`src/rtl/serial_cmp_pkg.sv`:
```
// Shared definitions for the serial magnitude comparator: the controller state
// encoding and the one-hot layout of the {gt, eq, lt} result.
package serial_cmp_pkg;

  typedef enum logic [1:0] {
    ST_IDLE = 2'd0,
    ST_SCAN = 2'd1,
    ST_DONE = 2'd2
  } state_t;

  localparam int RES_LT = 0;
  localparam int RES_EQ = 1;
  localparam int RES_GT = 2;

  typedef logic [2:0] result_t;

  function automatic result_t pack_result(input logic gt, input logic eq, input logic lt);
    result_t r;
    r         = '0;
    r[RES_GT] = gt;
    r[RES_EQ] = eq;
    r[RES_LT] = lt;
    return r;
  endfunction

endpackage

```
`src/rtl/serial_mag_compare_ctrl_comparator_1bit.sv`:
```
// Single-bit magnitude compare cell; the controller time-shares one instance
// across all operand bits.
module comparator_1bit (
  input  logic a,
  input  logic b,
  output logic gt,
  output logic eq,
  output logic lt
);

  assign gt = a & ~b;
  assign eq = ~(a ^ b);
  assign lt = ~a & b;

endmodule

```
`src/rtl/serial_mag_compare_ctrl.sv`:
```
// MSB-first serial magnitude comparator: captures two operands on start, feeds
// one bit pair per clock to a shared 1-bit cell, and reports a registered result.
module serial_mag_compare_ctrl
  import serial_cmp_pkg::*;
#(
  parameter int WIDTH      = 8,
  parameter bit EARLY_EXIT = 1'b1
) (
  input  logic             clk,
  input  logic             rst_n,
  input  logic             start,
  input  logic             abort,
  input  logic [WIDTH-1:0] a,
  input  logic [WIDTH-1:0] b,
  output logic             busy,
  output logic             done,
  output logic             a_gt_b,
  output logic             a_eq_b,
  output logic             a_lt_b
);

  localparam int IDX_W = $clog2(WIDTH);
  localparam logic [IDX_W-1:0] IDX_MSB = IDX_W'(WIDTH - 1);

  state_t           state;
  logic [IDX_W-1:0] idx;
  logic [WIDTH-1:0] a_r;
  logic [WIDTH-1:0] b_r;
  result_t          res;
  logic             decided;
  result_t          dec_res;

  logic bit_gt;
  logic bit_eq;
  logic bit_lt;

  comparator_1bit u_cmp (
    .a  (a_r[idx]),
    .b  (b_r[idx]),
    .gt (bit_gt),
    .eq (bit_eq),
    .lt (bit_lt)
  );

  // NOTE: every state update below uses <=, so all branches see pre-edge values
  // and the order of assignments within the block does not matter.
  always_ff @(posedge clk or negedge rst_n) begin
    if (!rst_n) begin
      state   <= ST_IDLE;
      idx     <= IDX_MSB;
      a_r     <= '0;
      b_r     <= '0;
      busy    <= 1'b0;
      done    <= 1'b0;
      res     <= '0;
      decided <= 1'b0;
      dec_res <= '0;
    end else begin
      case (state)
        ST_IDLE: begin
          done <= 1'b0;
          if (start) begin
            a_r     <= a;
            b_r     <= b;
            idx     <= IDX_MSB;
            res     <= '0;
            decided <= 1'b0;
            dec_res <= '0;
            busy    <= 1'b1;
            state   <= ST_SCAN;
          end
        end

        ST_SCAN: begin
          if (abort) begin
            busy  <= 1'b0;
            state <= ST_IDLE;
          end else if (EARLY_EXIT && !bit_eq) begin
            res   <= pack_result(bit_gt, 1'b0, bit_lt);
            busy  <= 1'b0;
            done  <= 1'b1;
            state <= ST_DONE;
          end else if (idx == '0) begin
            // Full-scan mode: the first inequality seen outranks the LSB compare.
            res   <= (!EARLY_EXIT && decided) ? dec_res
                                              : pack_result(bit_gt, bit_eq, bit_lt);
            busy  <= 1'b0;
            done  <= 1'b1;
            state <= ST_DONE;
          end else begin
            idx <= idx - 1'b1;
            if (!decided && !bit_eq) begin
              decided <= 1'b1;
              dec_res <= pack_result(bit_gt, 1'b0, bit_lt);
            end
          end
        end

        ST_DONE: begin
          done  <= 1'b0;
          state <= ST_IDLE;
        end

        default: begin
          busy  <= 1'b0;
          done  <= 1'b0;
          state <= ST_IDLE;
        end
      endcase
    end
  end

  assign a_gt_b = res[RES_GT];
  assign a_eq_b = res[RES_EQ];
  assign a_lt_b = res[RES_LT];

endmodule

```
`config.mk`:
```
export PLATFORM = sky130hd
export DESIGN_NAME = serial_mag_compare_ctrl
export DESIGN_NICKNAME = d
export VERILOG_FILES = /design/src/rtl/serial_cmp_pkg.sv /design/src/rtl/serial_mag_compare_ctrl_comparator_1bit.sv /design/src/rtl/serial_mag_compare_ctrl.sv
export SDC_FILE = /design/constraint.sdc
export NUM_CORES = 1
export LEC_CHECK = 0
export ABC_AREA = 1
export CORE_MARGIN = 10
export CORE_UTILIZATION = 40
export DETAILED_ROUTE_END_ITERATION = 7
export PLACE_DENSITY_LB_ADDON = 0.25
export SYNTH_ARGS = -nofsm -noshare
export SYNTH_HDL_FRONTEND = slang
export SYNTH_HIERARCHICAL = 1
export SYNTH_SLANG_ARGS = --single-unit
```
`constraint.sdc`:
```
create_clock -name clk -period 1.84 [get_ports clk]
set_clock_uncertainty 0.05 [all_clocks]
set_input_delay 0.46 -clock clk [delete_from_list [all_inputs] [get_ports clk]]
set_output_delay 0.46 -clock clk [all_outputs]
set_load 0.005 [all_outputs]
```
==> impl_metrics.toml <==
[outcome]
status = "finished, violations left"
violations = "negative setup slack"

[detailed_routing]
routed-via-count = 1146
antenna_left = 0
drt-initial-drc-count = 70
wirelength_mm = 2.957
avgViaCountPerCell = 4.548
first_pass_iters = 6
wire_per_inst_um = 11.73
drc = 0

[yosys]
synthFlopType = "dfrtp_1"
yosysWarnings = 6
synth_edf_count = 0
synthTopCellsByArea = "dfrtp_1, nand2_1, inv_1"
synthesis.nets = 193
yosys.area.top_type = "dfrtp_1"
ys_seq_area_frac = 0.4847
synthArstFlopShare = 1.000
ys_ff_latch = 26
yosysMostFrequentCell = "nand2_1"
netlist_instances = 169
synth_area_um2 = 1350
synth.distinct_cells = 18
synth_common_cells = "nand2_1, dfrtp_1, inv_1, nor2_1, a21oi_1"
synth_top_area_frac = 0.4263
avgSynthCellArea_um2 = 7.988

[clocking]
cts_max_level = 1
clock_latency_ns = 0.32
clockBufferDepth = 2
cts_tree = "yes"
clk_pin_slew_ns = 0.14
clock_sinks = 26
clockRootBuffer = "clkbuf_4"
cts_inserted_buffers = 3

[floorplan]
rows = 21
die_h_um = 78.10
core_area_um2 = 3311
ioPinCount = 25
fp.dieArea_um2 = 6099
start_util = 0.4078
die_w_um = 78.10

[sta]
period_share = 1.052
max_freq_ghz = 0.5168
final.min_clock_period_ns = 1.935
tightest_slew_ns = 0.3199
tns_ns = -0.5185
relSlewSlack = 0.7867
final_max_slew_viol_count = 0
final.setup.worst_slack_ns = -0.09495
rsz0062_at_grt = "true"
hold_viol_final = 0
setup_viol = 8

[cells_and_area]
finalNetCount = 231
layout-drive-gt1-share = 0.2330
instances_no_fill = 252
final_util = 0.5548
syn_to_final_growth_pct = 36.05
antenna_cells = 0

[power_and_ir_drop]
p_per_area_nw_per_um2 = 1861
irDropWorstVdd_v = 0.0007938
leakage_nw = 0.9466

[critical_path]
reg2regPathDepth = 15
cp_cell_sequence = "clkinv_4, buf_6, buf_6, nand2_4, nand3_2, nand2_2, nand2_2, nand2_2, ha_4, inv_4, nor2_4, nand3_4, nand2_2, nand2_1, nand2_1"
crit_slowest_cell = "dfstp_2"
crit_type = "reg -> reg"
crit_arrival_ns = 2.11
start_kind = "flip-flop"
end_kind = "flip-flop"
r2r-start = "idx[0]$_DFFE_PN1P_"
cp_common_cell = "nand2_2"
rrSetupSlack_ns = -0.09
crit_fanout = 6
cp_data_required_time_ns = 2.02
slowest_delay_ns = 0.61
r2r_end = "busy$_DFFE_PN0P_"

[run]
maxCapViolCount = 0

[place]
pre_cts_slack_ns = -0.1136
placedCellCount = 242
globalplace.congestion = 0.8290
hpwlAfterDp_mm = 2.104
port-buffer-count = 24

[grt]
grt_usage = 0.09814
grt_pass1_wl_mm = 4.995
grt_pass1_vias = 1121
grt_util_met1 = 0.1131
busiest_layer = "met2"
grt_max_degree = 42
use_met2 = 0.1678
antenna_found_initial = 0
use_met3 = 0.02961
grt_overflow_total = 0

[hold_path]
worstHoldPathType = "in -> async"
logic make-up (layout without fill, tap and decap cells):
group	count (synthesis)	in the layout	share of synthesized area
xor+xnor	1	1	0.006489
simple gates	90	90	0.3077
fa+ha+maj	4	4	0.03707
flops	26	26	0.4847
compound gates	16	16	0.05932
buf+inv	32	69	0.1047
layer usage:
metal	wire, um	share of wire
met1	1335	0.45
met5	0	0
met2	1443	0.49
met4	39	0.013
met3	139	0.047
repair_timing:
item | 4_1_cts | 5_1_grt
hold buffers | 0 | 0
pin swaps | 6 | 8
endpoints found under the setup margin | 8 | 10
gates resized for setup | 13 | 8
setup buffers | 6 | 0
gates cloned | 0 | 0
hold endpoints to repair | 0 | 0
through the flow:
step / hold WS, ns / instance area (um2) / power [mW]
3_5_place_dp: 0.4203 / 1684 / 2.634
3_3_place_gp: 0.4073 / 1684 / 2.586
5_1_grt: 0.4314 / 1837 / 3.730
6_report: 0.4278 / 1837 / 3.418
4_1_cts: 0.4410 / 1814 / 3.337
2_1_floorplan: 0.1144 / 1354 / 2.172
report_power, final:
group	leakage [nW]	switching (mW)	internal (mW)	total, mW
clock	0.0210	0.170	0.121	0.291
sequential	0.298	0.145	0.855	1.00
combinational	0.628	1.16	0.969	2.13
how the worst max path moves through the flow:
stage                        from                 end  cells after the start
3_5_place_dp   idx[0]$_DFFE_PN1P_  idx[2]$_DFFE_PN1P_                     14
4_1_cts        idx[0]$_DFFE_PN1P_    busy$_DFFE_PN0P_                     15
2_1_floorplan  idx[0]$_DFFE_PN1P_  idx[0]$_DFFE_PN1P_                     13
5_1_grt        idx[0]$_DFFE_PN1P_  idx[1]$_DFFE_PN1P_                     14
3_3_place_gp   idx[0]$_DFFE_PN1P_  idx[1]$_DFFE_PN1P_                     14
6_report       idx[0]$_DFFE_PN1P_    busy$_DFFE_PN0P_                     15
state kept, by name (all words and copies together), names as in the netlist:
register	cells
done	1
busy	1
state	2
idx	3
b_r	8
a_r	8
res	3
cells in the final DEF, fill, tap and decap left out:
cell type        instances
a21oi_1                 16
buf_12                   1
buf_4                   11
buf_6                    2
clkbuf_4                 3
clkbuf_8                 1
clkdlybuf4s50_1         24
clkinv_4                 1
dfrtp_1                 23
dfstp_2                  3
ha_1                     3
ha_4                     1
inv_1                   22
inv_2                    3
inv_4                    1
nand2_1                 36
nand2_2                 12
nand2_4                  4
nand3_1                 13
nand3_2                  1
nand3_4                  2
nor2_1                  20
nor2_4                   2
xnor2_1                  1
layout make-up:
type / count / area (um2)
Timing Repair Buffer: 38 / 365.4
Fill cell: 306 / 1474
Inverter: 27 / 108.9
Sequential cell: 26 / 654.4
Clock buffer: 4 / 36.28
Multi-Input combinational cell: 111 / 614.3
Tap cell: 46 / 57.56
worst max-delay path, delay by kind of cell, from the launching register on:
kind	cells	cell delay, ns
fa+ha+maj	1	0.21
buf+inv	4	0.38
flops	1	0.61
simple gates	10	0.60
Note: power is estimated with default switching activity, not from simulation.
